## config.mk

```make
export PLATFORM = sky130hd
export DESIGN_NAME = freq_meter
export DESIGN_NICKNAME = d
export VERILOG_FILES = /design/src/rtl/freq_meter.sv
export SDC_FILE = /design/constraint.sdc
export NUM_CORES = 1
export LEC_CHECK = 0
export CORE_MARGIN = 4
export CORE_UTILIZATION = 45
export DETAILED_ROUTE_END_ITERATION = 8
export GPL_TIMING_DRIVEN = 1
export MAX_ROUTING_LAYER = met4
export PLACE_DENSITY = 0.78
export SYNTH_ARGS = -nofsm -noshare
export SYNTH_HDL_FRONTEND = slang
export SYNTH_SLANG_ARGS = --single-unit
```

## constraint.sdc

```tcl
create_clock -name clk -period 2.1 [get_ports clk]
set_clock_uncertainty 0.2 [all_clocks]
set_input_delay 0.42 -clock clk [delete_from_list [all_inputs] [get_ports clk]]
set_output_delay 0.42 -clock clk [all_outputs]
set_load 0.05 [all_outputs]
```

## src/rtl/freq_meter.sv

```systemverilog
// Frequency/period meter: counts synchronized rising edges of sig_in per gate
// window and measures clk cycles between consecutive rising edges.
module freq_meter #(
  parameter int GATE_CYCLES = 50000,
  parameter int CNT_W       = 16
) (
  input  logic             clk,
  input  logic             rst,
  input  logic             en,
  input  logic             sig_in,
  output logic [CNT_W-1:0] freq_cnt,
  output logic             freq_ovf,
  output logic             freq_valid,
  output logic [CNT_W-1:0] period_cnt,
  output logic             period_ovf,
  output logic             period_valid,
  output logic             busy
);

  localparam int GW = $clog2(GATE_CYCLES);
  localparam logic [GW-1:0]    GATE_LAST = GW'(GATE_CYCLES - 1);
  localparam logic [CNT_W-1:0] CNT_MAX   = '1;

  typedef enum logic {ST_IDLE, ST_GATE} state_t;

  state_t           state_q, state_d;
  logic             s1_q, s2_q, s3_q;
  logic             rise;
  logic [GW-1:0]    gate_q, gate_d;
  logic [CNT_W-1:0] edge_q, edge_d;
  logic             win_ovf_q, win_ovf_d;
  logic [CNT_W-1:0] freq_cnt_q, freq_cnt_d;
  logic             freq_ovf_q, freq_ovf_d;
  logic             freq_valid_q, freq_valid_d;
  logic [CNT_W-1:0] run_q, run_d;
  logic             armed_q, armed_d;
  logic [CNT_W-1:0] period_cnt_q, period_cnt_d;
  logic             period_ovf_q, period_ovf_d;
  logic             period_valid_q, period_valid_d;
  logic             busy_q, busy_d;

  // s3 is the history flop; s2 is the last synchronized sample.
  assign rise = s2_q & ~s3_q;

  always_comb begin
    state_d      = state_q;
    gate_d       = gate_q;
    edge_d       = edge_q;
    win_ovf_d    = win_ovf_q;
    freq_cnt_d   = freq_cnt_q;
    freq_ovf_d   = freq_ovf_q;
    freq_valid_d = 1'b0;

    case (state_q)
      ST_IDLE: begin
        if (en) begin
          state_d   = ST_GATE;
          gate_d    = '0;
          edge_d    = '0;
          win_ovf_d = 1'b0;
        end
      end
      ST_GATE: begin
        if (!en) begin
          state_d = ST_IDLE;
        end else if (gate_q == GATE_LAST) begin
          // Close the window, folding in a rise that lands on its last cycle.
          if (rise && (edge_q == CNT_MAX)) begin
            freq_cnt_d = CNT_MAX;
            freq_ovf_d = 1'b1;
          end else begin
            freq_cnt_d = edge_q + CNT_W'(rise);
            freq_ovf_d = win_ovf_q;
          end
          freq_valid_d = 1'b1;
          gate_d       = '0;
          edge_d       = '0;
          win_ovf_d    = 1'b0;
        end else begin
          gate_d = gate_q + GW'(1);
          if (rise) begin
            if (edge_q == CNT_MAX) win_ovf_d = 1'b1;
            else                   edge_d    = edge_q + CNT_W'(1);
          end
        end
      end
      default: state_d = ST_IDLE;
    endcase

    busy_d = (state_d == ST_GATE);
  end

  always_comb begin
    run_d          = run_q;
    armed_d        = armed_q;
    period_cnt_d   = period_cnt_q;
    period_ovf_d   = period_ovf_q;
    period_valid_d = 1'b0;

    if (en) begin
      if (rise) begin
        run_d   = '0;
        armed_d = 1'b1;
        if (armed_q) begin
          period_cnt_d   = (run_q == CNT_MAX) ? CNT_MAX : run_q + CNT_W'(1);
          period_ovf_d   = (run_q == CNT_MAX);
          period_valid_d = 1'b1;
        end
      end else if (run_q != CNT_MAX) begin
        run_d = run_q + CNT_W'(1);
      end
    end else begin
      run_d   = '0;
      armed_d = 1'b0;
    end
  end

  always_ff @(posedge clk) begin
    if (rst) begin
      s1_q           <= 1'b0;
      s2_q           <= 1'b0;
      s3_q           <= 1'b0;
      state_q        <= ST_IDLE;
      gate_q         <= '0;
      edge_q         <= '0;
      win_ovf_q      <= 1'b0;
      freq_cnt_q     <= '0;
      freq_ovf_q     <= 1'b0;
      freq_valid_q   <= 1'b0;
      run_q          <= '0;
      armed_q        <= 1'b0;
      period_cnt_q   <= '0;
      period_ovf_q   <= 1'b0;
      period_valid_q <= 1'b0;
      busy_q         <= 1'b0;
    end else begin
      s1_q           <= sig_in;
      s2_q           <= s1_q;
      s3_q           <= s2_q;
      state_q        <= state_d;
      gate_q         <= gate_d;
      edge_q         <= edge_d;
      win_ovf_q      <= win_ovf_d;
      freq_cnt_q     <= freq_cnt_d;
      freq_ovf_q     <= freq_ovf_d;
      freq_valid_q   <= freq_valid_d;
      run_q          <= run_d;
      armed_q        <= armed_d;
      period_cnt_q   <= period_cnt_d;
      period_ovf_q   <= period_ovf_d;
      period_valid_q <= period_valid_d;
      busy_q         <= busy_d;
    end
  end

  assign freq_cnt     = freq_cnt_q;
  assign freq_ovf     = freq_ovf_q;
  assign freq_valid   = freq_valid_q;
  assign period_cnt   = period_cnt_q;
  assign period_ovf   = period_ovf_q;
  assign period_valid = period_valid_q;
  assign busy         = busy_q;

endmodule

```

==> results.py, run 1 <==
metrics = {
    "global_routing": {
        "gr-total-overflow": 0,
        "antenna_found_initial": 0,
        "grt_max_degree": 30,
        "grtUsageMet1_pct": 24.08,
        "use_met2_pct": 34.32,
        "grt_pass1_wl_um": 17920,
        "first_global_vias": 3854,
        "use_met3_pct": 3.582,
        "busiest_layer": "met2",
        "grt_use_total_pct": 20.28,
    },
    "die": {
        "pin_count": 41,
        "die_w_um": 104.7,
        "dieArea_um2": 10970,
        "fp.dieH_um": 104.7,
        "initial_core_util_pct": 45.99,
        "placementRows": 35,
        "core_um2": 9153,
    },
    "route": {
        "dr.pass1.iters": 5,
        "ant_nets": 0,
        "via_per_inst": 5.689,
        "drc": 0,
        "finalWirelength_um": 11070,
        "avgRoutedWirePerCell_um": 15.93,
        "drtIter0Drc": 226,
        "vias": 3954,
    },
    "finish": {
        "drive_gt1_share_pct": 36.13,
        "postLayoutCellArea_um2": 5708,
        "layout.cells.most_common": "buf_4",
        "layout.cells.non_filler": 695,
        "area_growth_pct": 35.61,
        "layout_common_cells": "105 x buf_4, 84 x dfxtp_1, 73 x nor2_1, 28 x nand2_1, 21 x xnor2_1",
        "multiInputGateArea_um2": 2496,
        "nNetsFinal": 588,
        "regArea_um2": 1812,
        "n_antenna_cell": 0,
        "nFillCells": 717,
    },
    "place": {
        "place_ws_ns": -0.3328,
        "dp_hpwl_um": 7401,
        "dp.cells": 667,
        "place.gp.congestion": 0.9168,
        "port_buffers": 40,
        "place_area_um2": 5096,
    },
    "critical_path": {
        "cpLargestDelayFamily": "compound AO/OA/AOI/OAI gates",
        "critPathMaxStageDelay_ns": 0.57,
        "worstPathMaxFanout": 3,
        "crit_buf_inv": 3,
        "cp_common_cell": "buf_4",
        "crit_cells": 8,
        "worstPathRequired_ns": 2.15,
        "arrival_ns": 2.29,
        "r2r.worst_path.cells": 8,
        "slowest_stage": "or4b_4",
        "critPathLaunchType": "register",
        "path_cells": "or4b_4, buf_4, o41ai_4, buf_4, buf_4, a211o_1, o22ai_1, o31a_1",
        "endpoint_kind": "register",
        "path_class": "reg2reg",
    },
    "sta": {
        "whs_ns": 0.2591,
        "relSlewSlack_pct": 68.01,
        "fin_crit_sh_pct": 106.5,
        "min_period_ns": 2.236,
        "max_freq_mhz": 447.2,
        "worstMarginPinSlew_ns": 0.4818,
        "fin_ws_ns": -0.1362,
        "final-setup-viol-count": 46,
        "hold_violations": 0,
        "rsz0062_at_grt": "true",
        "slew_viol_final": 0,
    },
    "synthesis": {
        "ys_ff_latch": 90,
        "synth_cell_types": 60,
        "synth-seq-area-share_pct": 42.81,
        "synth_edf_count": 0,
        "synth_top_area_share_pct": 42.81,
        "synth_nets": 485,
        "avgSynthCellArea_um2": 8.843,
        "yosysTopAreaCell": "dfxtp_1",
        "netlist_area_um2": 4209,
        "synth.area.top_cells": "dfxtp_1 43%, nor2_1 7.4%, xnor2_1 4.4%",
        "syn_inst": 476,
        "async_flop_share_pct": 0,
        "yosys_warnings": 0,
        "synth-main-ff-cell": "dfxtp_1",
    },
    "cts": {
        "clk_latency_ns": 0.37,
        "cts_tree": "built",
        "cts_sinks": 90,
        "clk_pin_slew_ns": 0.08,
        "ctsRootBufferMaster": "clkbuf_8",
        "htree_levels": 3,
        "cts_made_buffers": 9,
        "hold_buffers": 0,
        "clock_path_buffers": 2,
    },
    "outcome": {
        "violations": "negative setup slack",
        "status": "finished, violations left",
    },
    "pwr": {
        "leakagePower_uw": 0.002134,
        "ir_worst_vdd_uv": 396.1,
        "powerDensity_nw_per_um2": 550.8,
    },
    "run": {
        "max-cap-violations": 0,
    },
    "min_path": {
        "hold_path_depth": 1,
        "hold_class": "reg2reg",
    },
}
==> through the flow <==
stage,utilization [%],power [uW],setup TNS [ns]
global placement,55.68,1902,-9.274
global route,62.37,3257,-6.395
finish,62.37,3144,-3.116
floorplan,-,1851,-1.189
detailed placement,55.68,1905,-10.90
CTS,59.52,3121,-1.606
==> flip-flops by register name, indices dropped and copies added, names as in the netlist <==
register	flops
gate_q	16
s3_q	1
period_valid	1
freq_valid	1
win_ovf_q	1
busy	1
s1_q	1
edge_q	16
period_ovf	1
freq_cnt	16
freq_ovf	1
run_q	16
period_cnt	16
armed_q	1
s2_q	1
==> final timing paths <==
kind                                                 to  slack (ns)              startpoint
worst min-delay path                    s2_q$_SDFF_PP0_        0.26         s1_q$_SDFF_PP0_
worst max register to register  edge_q[13]$_SDFFE_PP0P_       -0.14  gate_q[5]$_SDFFE_PP0P_
worst min register to register          s2_q$_SDFF_PP0_        0.26         s1_q$_SDFF_PP0_
worst max-delay path            edge_q[13]$_SDFFE_PP0P_       -0.14  gate_q[5]$_SDFFE_PP0P_
==> layout make-up <==
class,count,area share [%]
Sequential cell,90,31.74
Tap cell,111,2.433
Clock inverter,6,1.140
Inverter,11,0.7234
Multi-Input combinational cell,346,43.73
Clock buffer,10,2.411
Timing Repair Buffer,121,17.82
==> routing by layer <==
layer | wire length (um) | share of wire [%] | up-vias
met5 | 0 | 0 | -
met4 | 337 | 3.0 | 0
met3 | 496 | 4.5 | 33
met2 | 5638 | 51 | 130
met1 | 4595 | 42 | 1879
li1 | - | - | 1912
==> report_power, final <==
group | switching (uW) | internal (uW) | leakage, uW
clock | 637 | 585 | 0.000103
combinational | 115 | 84.4 | 0.00130
sequential | 8.20 | 1710 | 0.000729
total | 760 | 2380 | 0.00213
==> what timing repair did <==
action / in CTS / in global routing
gates resized for setup: 25 / 48
setup buffers: 3 / 8
pin swaps: 19 / 23
setup endpoints to repair: 36 / 62
cloned: 1 / 1
==> synthesized netlist by cell type, types with 3 or more instances <==
cell,number
buf_2,3
buf_6,3
or3_1,8
a211oi_1,19
a21oi_1,12
mux2i_1,3
and4_1,9
nor2_1,83
and3_1,9
nand4_1,13
nand3_1,22
a22oi_1,4
ha_1,5
o32ai_1,4
nand2b_1,5
xor2_1,12
inv_1,11
nor2b_1,6
o22a_1,3
clkbuf_1,19
nor3_1,7
and2_1,5
a211oi_2,10
dfxtp_1,90
nand2_1,30
o21ai_0,8
nor4_1,4
a31oi_1,8
o31ai_1,3
xnor2_1,21
==> logic make-up (layout without fill, tap and decap cells) <==
kind of cell	Yosys count	in the layout	synth area share, %
compound gates	91	91	17.60
buf+inv	40	148	4.370
xor+xnor	33	33	6.867
mux	4	4	0.9810
simple gates	213	213	25.89
fa+ha+maj	5	5	1.486
flops	90	90	42.81
==> worst reg2reg max path: cells and delay by family (launching register included) <==
family	cells	cell delay, ns
AOI/OAI and AO/OA	4	0.60
buffers and inverters	3	0.44
DFF	1	0.32
and+or+nand+nor	1	0.57
Power figures use the tool's default switching activity.
==> run 2: changes to the inputs <==
CORE_MARGIN = unset   (was 4)
CTS_CLUSTER_SIZE = 16   (was unset)
==> run 2 against run 1 <==
The run still ends with negative setup slack left. Clock power barely moved. Setup slack got worse by 0.062 ns. Final area fell by 2.0%. Critical path type unchanged. Wire length fell by 0.86%.
==> results.py, run 2 (synthesis gave the netlist of run 1 again) <==
metrics = {
    "outcome": {
        "status": "finished, violations left",
        "violations": "negative setup slack",
    },
    "route": {
        "via_per_inst": 5.816,
        "dr.pass1.iters": 5,
        "vias": 3949,
        "ant_nets": 0,
        "avgRoutedWirePerCell_um": 16.16,
        "drc": 0,
        "finalWirelength_um": 10970,
        "drtIter0Drc": 199,
    },
    "min_path": {
        "hold_class": "in2reg",
    },
    "cts": {
        "hold_buffers": 0,
        "clk_latency_ns": 0.36,
        "clk_pin_slew_ns": 0.09,
        "htree_levels": 3,
        "clock_path_buffers": 2,
        "ctsRootBufferMaster": "clkbuf_8",
        "cts_made_buffers": 9,
        "cts_sinks": 90,
        "cts_tree": "built",
    },
    "finish": {
        "nFillCells": 714,
        "postLayoutCellArea_um2": 5592,
        "post-route-util_pct": 62.89,
        "area_growth_pct": 32.85,
        "n_antenna_cell": 0,
        "nNetsFinal": 575,
        "layout_common_cells": "83 x buf_4, 82 x dfxtp_1, 78 x nor2_1, 27 x nand2_1, 21 x xnor2_1",
        "drive_gt1_share_pct": 32.22,
        "layout.cells.most_common": "buf_4",
    },
    "global_routing": {
        "grt_max_degree": 30,
        "grt_pass1_wl_um": 17130,
        "antenna_found_initial": 0,
        "first_global_vias": 3729,
        "gr-total-overflow": 0,
        "grt_use_total_pct": 22.24,
    },
    "die": {
        "pin_count": 41,
        "dieArea_um2": 9745,
        "core_um2": 8891,
        "fp.dieH_um": 98.72,
        "initial_core_util_pct": 47.34,
        "die_w_um": 98.72,
        "placementRows": 34,
    },
    "run": {
        "max-cap-violations": 0,
    },
    "critical_path": {
        "critPathMaxStageDelay_ns": 0.60,
        "worstPathRequired_ns": 2.15,
        "path_cells": "or4b_4, buf_6, o41ai_4, a2111oi_4, and3_1, a211o_1",
        "cpLargestDelayFamily": "simple AND/OR/NAND/NOR gates",
        "worstPathMaxFanout": 7,
        "arrival_ns": 2.35,
        "slowest_stage": "or4b_4",
        "endpoint_kind": "register",
        "critPathLaunchType": "register",
        "crit_buf_inv": 1,
        "path_class": "reg2reg",
    },
    "sta": {
        "fin_ws_ns": -0.1983,
        "slew_viol_final": 0,
        "hold_violations": 0,
        "whs_ns": 0.1245,
        "min_period_ns": 2.298,
        "relSlewSlack_pct": 62.40,
        "rsz0062_at_grt": "true",
        "worstMarginPinSlew_ns": 0.5640,
        "max_freq_mhz": 435.1,
        "fin_tns_setup_ns": -4.142,
        "fin_crit_sh_pct": 109.4,
        "final-setup-viol-count": 40,
    },
    "pwr": {
        "leakagePower_uw": 0.002097,
        "powerDensity_nw_per_um2": 559.7,
        "ir_worst_vdd_uv": 397.7,
    },
    "place": {
        "place_area_um2": 5040,
        "dp_hpwl_um": 7150,
        "port_buffers": 40,
        "place_ws_ns": -0.3336,
        "place.gp.congestion": 0.9414,
    },
}
run 2: cell count changes in the layout (fill, tap and decap cells not counted), sizes merged:
cell,before,now
buf,117,95
dlygate4sd2,1,10
run 2: through the flow:
step	power, uW	cells
3_3_place_gp	1895	654
6_report	3130	679
2_1_floorplan	1851	476
3_5_place_dp	1899	654
4_1_cts	3119	674
5_1_grt	3230	679
run 2: worst paths after layout:
path | startpoint | to | slack (ns) | cells past startpoint
setup / recovery | gate_q[4]$_SDFFE_PP0P_ | edge_q[9]$_SDFFE_PP0P_ | -0.20 | 6
setup reg to reg | gate_q[4]$_SDFFE_PP0P_ | edge_q[9]$_SDFFE_PP0P_ | -0.20 | 6
hold / removal | rst | edge_q[8]$_SDFFE_PP0P_ | 0.12 | 2
hold reg to reg | s2_q$_SDFF_PP0_ | s3_q$_SDFF_PP0_ | 0.26 | 1
run 2: cell type report:
type	instances	area [um^2]	area share, %
well taps	108	135.1	2.417
clock inverters	6	65.06	1.164
inverters	11	41.29	0.7384
clock buffers	10	137.6	2.461
flip-flops and latches	90	1812	32.40
multi-input cells	346	2481	44.37
repair buffers	108	919.6	16.45
run 2: layer usage:
layer  vias up  part of all wire (%)  global-route usage (%)
met5         -                     0                       -
met4         0                   1.9                   6.659
met3        28                   5.1                   4.468
met2       132                    52                   38.73
met1      1909                    41                   25.89
li1       1880                     -                       -
run 2: what timing repair did:
item / in CTS / in global routing
setup endpoints to repair: 59 / 54
resized for setup: 33 / 45
buffers inserted: 5 / 5
cloned: 0 / 1
pin swaps: 20 / 26
run 2: power by group:
group	leakage (uW)	total (uW)	internal, uW	switching [uW]
registers	0.000730	1720	1720	9.46
clock network	0.000103	1220	585	630
logic	0.00126	190	81.9	108
total	0.00210	3130	2380	748
